===== config.mk =====
export PLATFORM = sky130hd
export DESIGN_NAME = interp_weight_loader
export DESIGN_NICKNAME = d
export VERILOG_FILES = /design/src/rtl/interp_pkg.sv /design/src/rtl/interp_xfer_timer.sv /design/src/rtl/interp_weight_loader.sv
export SDC_FILE = /design/constraint.sdc
export NUM_CORES = 1
export LEC_CHECK = 0
export CORE_MARGIN = 2
export CORE_UTILIZATION = 38
export CTS_BUF_LIST = sky130_fd_sc_hd__clkbuf_8
export DETAILED_ROUTE_END_ITERATION = 6
export REMOVE_ABC_BUFFERS = 1
export SYNTH_ARGS = -nofsm -noshare
export SYNTH_HDL_FRONTEND = slang
export SYNTH_SLANG_ARGS = --single-unit

===== constraint.sdc =====
create_clock -name clk -period 8.6 [get_ports clk]
set_clock_uncertainty 0.2 [all_clocks]
set_input_delay 1.29 -clock clk [delete_from_list [all_inputs] [get_ports clk]]
set_output_delay 1.29 -clock clk [all_outputs]
set_load 0.05 [all_outputs]

===== src/rtl/interp_pkg.sv =====
// Shared definitions for the interpolator weight loader: state encoding,
// weight geometry and the byte-index to expected-byte mapping.
package interp_pkg;

  localparam logic [2:0] ST_IDLE    = 3'd0;
  localparam logic [2:0] ST_WR_REQ  = 3'd1;
  localparam logic [2:0] ST_WR_WAIT = 3'd2;
  localparam logic [2:0] ST_RD_REQ  = 3'd3;
  localparam logic [2:0] ST_RD_WAIT = 3'd4;
  localparam logic [2:0] ST_CHECK   = 3'd5;
  localparam logic [2:0] ST_DONE    = 3'd6;
  localparam logic [2:0] ST_ERR     = 3'd7;

  localparam int NUM_WEIGHTS      = 8;
  localparam int WEIGHT_WIDTH     = 10;
  localparam int BYTES_PER_WEIGHT = 2;
  localparam int NUM_BYTES        = NUM_WEIGHTS * BYTES_PER_WEIGHT;
  localparam int WVEC_WIDTH       = NUM_WEIGHTS * WEIGHT_WIDTH;

  typedef logic [WVEC_WIDTH-1:0] weight_vec_t;

  // Even bytes carry weight[7:0]; odd bytes carry the two high bits zero-extended.
  function automatic logic [7:0] expected_byte(input weight_vec_t w, input logic [3:0] idx);
    logic [WEIGHT_WIDTH-1:0] wk;
    wk = '0;
    for (int k = 0; k < NUM_WEIGHTS; k++) begin
      if (idx[3:1] == 3'(k)) begin
        wk = w[k*WEIGHT_WIDTH +: WEIGHT_WIDTH];
      end
    end
    return idx[0] ? {6'b000000, wk[9:8]} : wk[7:0];
  endfunction

endpackage


===== src/rtl/interp_xfer_timer.sv =====
// Saturating 8-bit wait counter for one APB transfer; flags expiry on the
// cycle whose increment would reach TIMEOUT (TIMEOUT of 0 never expires).
module interp_xfer_timer #(
  parameter logic [7:0] TIMEOUT = 8'd255
) (
  input  logic clk,
  input  logic rst,
  input  logic clr,
  input  logic en,
  output logic o_expired
);

  logic [7:0] cnt_q;
  logic [7:0] cnt_d;

  // next count: clear wins, otherwise count while enabled and not saturated
  always_comb begin
    cnt_d = cnt_q;
    if (clr) begin
      cnt_d = 8'd0;
    end else if (en && (cnt_q != 8'hFF)) begin
      cnt_d = cnt_q + 8'd1;
    end else begin
      cnt_d = cnt_q;
    end
  end

  // counter register
  always_ff @(posedge clk or posedge rst) begin
    if (rst) begin
      cnt_q <= 8'd0;
    end else begin
      cnt_q <= cnt_d;
    end
  end

  assign o_expired = (TIMEOUT != 8'd0) && en && (cnt_q == (TIMEOUT - 8'd1));

endmodule


===== src/rtl/interp_weight_loader.sv =====
// Programs the eight interpolator weights over APB byte writes, optionally
// reads them back, and only enables the interpolator after a clean load.
module interp_weight_loader
  import interp_pkg::*;
#(
  parameter int                    ADDR_WIDTH = 10,
  parameter int                    DATA_WIDTH = 8,
  parameter int                    SEL_WIDTH  = 4,
  parameter int                    SEL_IDX    = 0,
  parameter logic [ADDR_WIDTH-1:0] BASE_ADDR  = 10'h000,
  parameter int                    TIMEOUT    = 255
) (
  input  logic                  clk,
  input  logic                  rst,
  input  logic                  i_start,
  input  logic                  i_verify,
  input  logic [WVEC_WIDTH-1:0] i_weights,
  input  logic                  i_apb_done,
  input  logic [DATA_WIDTH-1:0] i_apb_rdata,
  output logic [ADDR_WIDTH-1:0] o_apb_addr,
  output logic [DATA_WIDTH-1:0] o_apb_data,
  output logic                  o_apb_write_trg,
  output logic                  o_apb_read_trg,
  output logic [SEL_WIDTH-1:0]  o_apb_sel,
  output logic                  o_busy,
  output logic                  o_done,
  output logic                  o_err,
  output logic [3:0]            o_err_idx,
  output logic                  o_interp_en
);

  localparam logic [SEL_WIDTH-1:0] SEL_ONEHOT = {{(SEL_WIDTH-1){1'b0}}, 1'b1} << SEL_IDX;

  logic [2:0]            state_q,   state_d;
  logic [3:0]            b_q,       b_d;
  weight_vec_t           w_q,       w_d;
  logic                  verify_q,  verify_d;
  logic [7:0]            rdata_q,   rdata_d;
  logic                  err_q,     err_d;
  logic [3:0]            err_idx_q, err_idx_d;
  logic                  ien_q,     ien_d;
  logic                  busy_q,    busy_d;
  logic                  done_q,    done_d;
  logic                  wr_trg_q,  wr_trg_d;
  logic                  rd_trg_q,  rd_trg_d;
  logic [SEL_WIDTH-1:0]  sel_q,     sel_d;
  logic [ADDR_WIDTH-1:0] addr_q,    addr_d;
  logic [DATA_WIDTH-1:0] data_q,    data_d;
  logic                  tmr_clr_s, tmr_en_s, tmr_expired_s;

  assign tmr_clr_s = (state_q == ST_WR_REQ)  || (state_q == ST_RD_REQ);
  assign tmr_en_s  = (state_q == ST_WR_WAIT) || (state_q == ST_RD_WAIT);

  interp_xfer_timer #(.TIMEOUT(8'(TIMEOUT))) u_timer (
    .clk       (clk),
    .rst       (rst),
    .clr       (tmr_clr_s),
    .en        (tmr_en_s),
    .o_expired (tmr_expired_s)
  );

  // sequencer next-state; a done pulse takes priority over a same-cycle timeout
  always_comb begin
    state_d   = state_q;
    b_d       = b_q;
    w_d       = w_q;
    verify_d  = verify_q;
    rdata_d   = rdata_q;
    err_d     = err_q;
    err_idx_d = err_idx_q;
    ien_d     = ien_q;
    case (state_q)
      ST_IDLE, ST_DONE, ST_ERR: begin
        if (i_start) begin
          state_d   = ST_WR_REQ;
          b_d       = 4'd0;
          w_d       = i_weights;
          verify_d  = i_verify;
          err_d     = 1'b0;
          err_idx_d = 4'd0;
          ien_d     = 1'b0;
        end else begin
          state_d = ST_IDLE;
        end
      end
      ST_WR_REQ: state_d = ST_WR_WAIT;
      ST_WR_WAIT: begin
        if (i_apb_done) begin
          if (b_q == 4'd15) begin
            if (verify_q) begin
              state_d = ST_RD_REQ;
              b_d     = 4'd0;
            end else begin
              state_d = ST_DONE;
              ien_d   = 1'b1;
            end
          end else begin
            b_d     = b_q + 4'd1;
            state_d = ST_WR_REQ;
          end
        end else if (tmr_expired_s) begin
          state_d   = ST_ERR;
          err_d     = 1'b1;
          err_idx_d = b_q;
        end else begin
          state_d = ST_WR_WAIT;
        end
      end
      ST_RD_REQ: state_d = ST_RD_WAIT;
      ST_RD_WAIT: begin
        if (i_apb_done) begin
          rdata_d = i_apb_rdata[7:0];
          state_d = ST_CHECK;
        end else if (tmr_expired_s) begin
          state_d   = ST_ERR;
          err_d     = 1'b1;
          err_idx_d = b_q;
        end else begin
          state_d = ST_RD_WAIT;
        end
      end
      ST_CHECK: begin
        if (rdata_q != expected_byte(w_q, b_q)) begin
          state_d   = ST_ERR;
          err_d     = 1'b1;
          err_idx_d = b_q;
        end else if (b_q == 4'd15) begin
          state_d = ST_DONE;
          ien_d   = 1'b1;
        end else begin
          b_d     = b_q + 4'd1;
          state_d = ST_RD_REQ;
        end
      end
      default: state_d = ST_IDLE;
    endcase
  end

  // APB-facing outputs are decoded from the next state so they leave flops
  always_comb begin
    busy_d   = (state_d >= ST_WR_REQ) && (state_d <= ST_CHECK);
    done_d   = (state_d == ST_DONE);
    wr_trg_d = (state_d == ST_WR_REQ);
    rd_trg_d = (state_d == ST_RD_REQ);
    sel_d    = busy_d ? SEL_ONEHOT : {SEL_WIDTH{1'b0}};
    if (wr_trg_d || rd_trg_d) begin
      addr_d = BASE_ADDR + ADDR_WIDTH'(b_d);
    end else begin
      addr_d = addr_q;
    end
    if (wr_trg_d) begin
      data_d = DATA_WIDTH'(expected_byte(w_d, b_d));
    end else begin
      data_d = data_q;
    end
  end

  // state and output registers
  always_ff @(posedge clk or posedge rst) begin
    if (rst) begin
      state_q   <= ST_IDLE;
      b_q       <= 4'd0;
      w_q       <= '0;
      verify_q  <= 1'b0;
      rdata_q   <= 8'd0;
      err_q     <= 1'b0;
      err_idx_q <= 4'd0;
      ien_q     <= 1'b0;
      busy_q    <= 1'b0;
      done_q    <= 1'b0;
      wr_trg_q  <= 1'b0;
      rd_trg_q  <= 1'b0;
      sel_q     <= '0;
      addr_q    <= '0;
      data_q    <= '0;
    end else begin
      state_q   <= state_d;
      b_q       <= b_d;
      w_q       <= w_d;
      verify_q  <= verify_d;
      rdata_q   <= rdata_d;
      err_q     <= err_d;
      err_idx_q <= err_idx_d;
      ien_q     <= ien_d;
      busy_q    <= busy_d;
      done_q    <= done_d;
      wr_trg_q  <= wr_trg_d;
      rd_trg_q  <= rd_trg_d;
      sel_q     <= sel_d;
      addr_q    <= addr_d;
      data_q    <= data_d;
    end
  end

  assign o_apb_addr      = addr_q;
  assign o_apb_data      = data_q;
  assign o_apb_write_trg = wr_trg_q;
  assign o_apb_read_trg  = rd_trg_q;
  assign o_apb_sel       = sel_q;
  assign o_busy          = busy_q;
  assign o_done          = done_q;
  assign o_err           = err_q;
  assign o_err_idx       = err_idx_q;
  assign o_interp_en     = ien_q;

endmodule


* Word level (Yosys, flattened, before mapping)
Index checks and enable logic that the tools add are counted.
** Word-level totals
- Word-level logic and storage cells :: 132
- Flip-flop bits (word level) :: 127
- Bits of input ports :: 93
- Output and inout bits :: 32
** Cells by class
- Equal/unequal tests :: 37
- Add/sub/neg operators :: 2
- Magnitude comparators :: 2
- Reduce and logical (&&, ||, !) cells :: 18
- Muxes and demuxes :: 57
** Operators with widths (number)
- $mux W10 :: 17
- $mux W80 :: 2
- $mux W4 :: 10
- $eq A3 B3 Y1 const B :: 13
- $mux W8 :: 4
- $pmux W4 S3 :: 2
- $eq A3 B2 Y1 const B :: 7
- $mux W3 :: 6
- $pmux W3 S6 :: 1
- $ne A2 B2 Y1 const B :: 7
- $eq A3 B1 Y1 const B :: 4
- $mux W1 :: 11
- $logic_not A3 Y1 :: 3
- $add A8 B1 Y8 const B :: 1
- $eq A8 B8 Y1 const B :: 1
- $ne A8 B8 Y1 :: 1
- $ne A8 B8 Y1 const B :: 1
- $reduce_and A7 Y1 :: 1
- $pmux W1 S3 :: 2
- $reduce_bool A3 Y1 :: 2
- $reduce_and A5 Y1 :: 1
- $add A4 B1 Y4 const B :: 1
- $eq A4 B4 Y1 const B :: 1
- $mux W2 :: 2
- other kinds (9) :: 15

* Longest topological paths before layout
- Depth after elaboration :: 24
- Gate-level depth with buffers :: 18
- Gate-level depth less buffers :: 13

* Modules after synthesis
From an unflattened synthesis, not the netlist that was laid out.
** Unflattened totals
- Cells, all modules :: 673
- Area, all modules :: 7043.0 um2
** By module, submodules not included
- interp_weight_loader :: seq. area each 2952.8 um2, instances 1, cells an instance 623, area each 6600.1 um2
- interp_xfer_timer :: seq. area each 200.2 um2, instances 1, cells an instance 50, area each 442.9 um2

* Least setup slack after synthesis
No wires, ideal clock.
- Kind :: input to register
- From :: input i_start
- To :: register data_q[3] (netlist: o_apb_data[3])
- Setup time :: 0.126 ns
- Arrival :: 3.291 ns
- Path buffers :: 2
- Slack :: 4.983 ns
- Stages :: 9
- Cells stage by stage :: nor2_1 > nor3_1 > a21o_1 > nand3_1 > clkbuf_1 > buf_1 > mux2_2 > a211o_1 > a221o_1
** RTL lines
- start, declared :: line interp_weight_loader.sv:15 : input logic i_start,
- $mux W80 :: line interp_weight_loader.sv:74 : if (i_start) begin
- $mux W80 :: line interp_weight_loader.sv:72 : case (state_q)
- via w_d[43] :: line interp_weight_loader.sv:36 : weight_vec_t w_q, w_d;
- $mux W10 (4 in series) :: line interp_pkg.sv:27 : if (idx[3:1] == 3'(k)) begin
- $mux W8 :: line interp_pkg.sv:31 : return idx[0] ? {6'b000000, wk[9:8]} : wk[7:0];
- end signal, assigned :: line interp_weight_loader.sv:191 : data_q <= data_d;
- end, declared :: line interp_weight_loader.sv:48 : logic [DATA_WIDTH-1:0] data_q, data_d;
The timed path passes the listed nets, and every way through them passes these cells.
A chain may end at the register's enable or synchronous reset.

* Worst setup path after layout
- From :: register b_q[2]
- To :: register data_q[3] (netlist: o_apb_data[3])
** Between the ends
- Word-level cells in the longest chain between the ends :: 24
** RTL lines
- start, declared :: line interp_weight_loader.sv:35 : logic [3:0] b_q, b_d;
- start signal, assigned :: line interp_weight_loader.sv:162 : b_q <= 4'd0;
- start signal, assigned :: line interp_weight_loader.sv:178 : b_q <= b_d;
- $logic_not A3 Y1 :: line interp_pkg.sv:27
- $mux W10 (8 in series) :: line interp_pkg.sv:27
- $mux W10 :: line interp_weight_loader.sv:72
- $mux W8 :: line interp_pkg.sv:31
- $ne A8 B8 Y1 :: line interp_weight_loader.sv:123 : if (rdata_q != expected_byte(w_q, b_q)) begin
- $mux W4 :: line interp_weight_loader.sv:123
- $pmux W4 S3 :: line interp_weight_loader.sv:72
- $logic_not A3 Y1 :: line interp_pkg.sv:27
- $mux W10 (8 in series) :: line interp_pkg.sv:27
- $mux W8 :: line interp_pkg.sv:31
Several ways; a longest one is shown, not always the timed one. The select of a mux whose other input is x is not followed.

==> impl_results.md <==
* Sequential area share after synthesis at 44.2%
* Status: completed
* Comb power frac at 49.1%
* GR Util All Layers at 20.8%
* Hold buffer count at CTS at 0
* Synth top area share at 44.2%
* Count of input and output buffers at 115
* Crit path launch type: register
* Initial Util at 38.4%
* Setup bufs post-CTS at 0
* Slew @ Worst Pin at 1.17 ns
* Drt total wl at 20.2 mm
* Cells after Synth at 665
* First-pass GRT wire length at 31.8 mm
* Layout cells sized above 1 at 19.6%
* Slew Viols, Final at 0
* R2R Path Start: b_q[2]
* Ant. Diodes at 0
* Via density at 5.54
* CTS tree: done
* Drt first pass iters at 5
* CTS buffer count at 17
* Vias at 5598
* Final Hold Viols at 0
* Syn-to-layout area delta at 23.3%
* CTS resizes at 0
* Flop pwr share at 32.7%
* Setup TNS Final at 0 ns
* Cell taking the most area after synthesis: dfrtp_1
* Leak pwr at 3.61 nW
* Post-Syn Area at 7140 um2
* Hold Path Stages at 1
* Antenna violations before repair at 0
* Cell Rows at 50
* Switching Share at 40.4%
* Worst-path fanout max at 26
* I/O pin total at 125
* Dominant cells by area after synthesis: dfrtp_1, mux2_2, mux2i_1
* Syn avg cell area at 10.7 um2
* Worst R2R Setup Slack at 3.15 ns
* Core Area at 18600 um2
* # setup viols final at 0
* CTS clk-pin slew, worst paths at 0.08 ns
* Initial detailed-routing violation count at 431
* Clk root buf: clkbuf_8
* Critical path required time at 8.75 ns
* Reg2Reg Depth at 15
* Largest net degree at the start of global routing at 84
* Critical Path End Type: register
* Chip width at 141 um
* Hold Slack at 0.302 ns
* Worst skew pair latency at 0.46 ns
* Htree depth at 4
* Post-place instance area at 8360 um2
* GP Congestion at 0.846
* Library cells used by synthesis at 70
* Yosys warning count at 0
* DP HPWL at 14.4 mm
* Maxcap violations at 0
* Power Dens Cells at 369 nW/um2
* Synth Flop Type: dfrtp_1
* WL/cell at 20.0 um
* Clk sinks at 126
* Leading cell type by number of instances after synthesis: dfrtp_1
* Fin crit share at 63.4%
* Design Area, Final at 8810 um2
* Vias in the first global route at 5783
* Clock share of power at 18.2%
* Int Power at 1.94 mW
* Worst setup endpoint: o_apb_data[3]
* Tmin final at 5.45 ns
* Hold Crit Class: register to register
* Switching power at 1.31 mW
* Maximum VDD drop at 0.179 mV
* Seq cells post-synth at 126
* DIE AREA at 19900 um2
* F_max at 183 MHz
* CP arrival at 5.60 ns
* Bufs on Longest Clock Path at 2
* Crit path launch: b_q[2]
* Most frequent cells after synthesis: dfrtp_1, mux2_2, mux2i_1
* # DRC at 0
* Crit Reg-Reg Endpoint: o_apb_data[3]
* Final ANT Viol Nets at 0
* RSZ-0062 raised after global routing: no
* Total grt overflow at 0
* Async S/R FF share, synth at 100%
* Number of enable flip-flop cells after synthesis at 0
* Die height at 141 um
* Max_slew headroom at 22.3%
* Crit Path Category: register to register
* Nets at 859
[logic make-up after synthesis]
kind of cell             Yosys count  synth area share [%]
AO/OA/AOI/OAI                    154                  14.9
AND/OR/NAND/NOR                  154                  10.7
multiplexers                     149                  22.8
flip-flops                       126                  44.2
buffers and inverters             67                  5.31
XOR/XNOR                          11                  1.45
adder cells (fa/ha/maj)            3                 0.526
other                              1                0.0525
[state kept, by name (all words and copies together) (netlist names)]
| signal | count |
|---|---|
| b_q | 4 |
| o_apb_addr | 4 |
| o_apb_data | 8 |
| o_apb_read_trg | 1 |
| o_apb_write_trg | 1 |
| o_busy | 1 |
| o_done | 1 |
| o_err | 1 |
| o_err_idx | 4 |
| o_interp_en | 1 |
| rdata_q | 8 |
| state_q | 3 |
| u_timer.cnt_q | 8 |
| verify_q | 1 |
| w_q | 80 |
[layout make-up]
cell class	instances	area (um2)
clock buffer	19	262
clock inverter	13	186
fill	1720	9770
inverter	17	66.3
multi-input combinational	480	3650
sequential	126	3150
tap	234	293
timing repair buffer	121	1200
[critical path, cell delays in order, from the launching register on]
cell and delay [ns]:
dfrtp_1 0.92, buf_4 0.40, and2_1 0.17, a211oi_1 0.05
a2111oi_0 0.45, a2bb2oi_1 0.26, xnor2_1 0.14, nand4_1 0.39
o31ai_2 0.42, o21ba_1 0.16, buf_4 0.38, inv_2 0.38
o211ai_1 0.26, o21ai_0 0.14, a211o_1 0.29, a221o_1 0.32
[cell usage in the layout, fill, tap and decap left out, types with 7 or more instances in the layout]
| cell | count |
|---|---|
| dfrtp_1 | 126 |
| clkdlybuf4s50_1 | 115 |
| mux2_2 | 92 |
| mux2i_1 | 55 |
| nand2_1 | 47 |
| nor2_1 | 43 |
| o21ai_0 | 41 |
| a21oi_1 | 25 |
| clkbuf_8 | 19 |
| nor3_1 | 11 |
| inv_1 | 10 |
| o22a_1 | 10 |
| conb_1 | 9 |
| nor2b_1 | 8 |
| o21a_1 | 7 |
| o31ai_1 | 7 |
[power by group through the flow]
stage | registers [mW] | logic [mW] | clock network, mW
2_1_floorplan | 1.12 | 1.12 | 0
4_1_cts | 1.06 | 1.60 | 0.601
6_report | 1.06 | 1.60 | 0.591
3_3_place_gp | 1.06 | 1.57 | 0
3_5_place_dp | 1.07 | 1.59 | 0
5_1_grt | 1.09 | 1.73 | 0.626
[worst min-delay path by stage]
stage,start,to,slack [ns]
6_report,u_timer.cnt_q[7],u_timer.cnt_q[7],0.30
5_1_grt,u_timer.cnt_q[7],u_timer.cnt_q[7],0.32
4_1_cts,u_timer.cnt_q[7],u_timer.cnt_q[7],0.30
3_5_place_dp,u_timer.cnt_q[7],u_timer.cnt_q[7],0.29
3_3_place_gp,u_timer.cnt_q[7],u_timer.cnt_q[7],0.27
2_1_floorplan,u_timer.cnt_q[7],u_timer.cnt_q[7],0.25
[per-layer routing]
metal	part of all wire (%)	global-route usage, %	vias to the layer above	wire, um
li1	-	-	2598	-
met1	46	28.7	2779	9210
met2	48	33.4	198	9630
met3	5.3	3.97	23	1080
met4	1.4	5.79	0	293
met5	0	0	-	0
[metrics by stage]
stage	instances	utilization [%]	setup WS (ns)	power [mW]
after floorplan	623	-	2.93	2.25
after global placement	978	45.0	3.41	2.63
after detailed placement	978	45.0	3.24	2.66
after CTS	1010	47.4	3.24	3.26
after global routing	1010	47.4	2.75	3.45
final	1010	47.4	3.15	3.25
No activity file was read; power rests on OpenSTA's default activity.
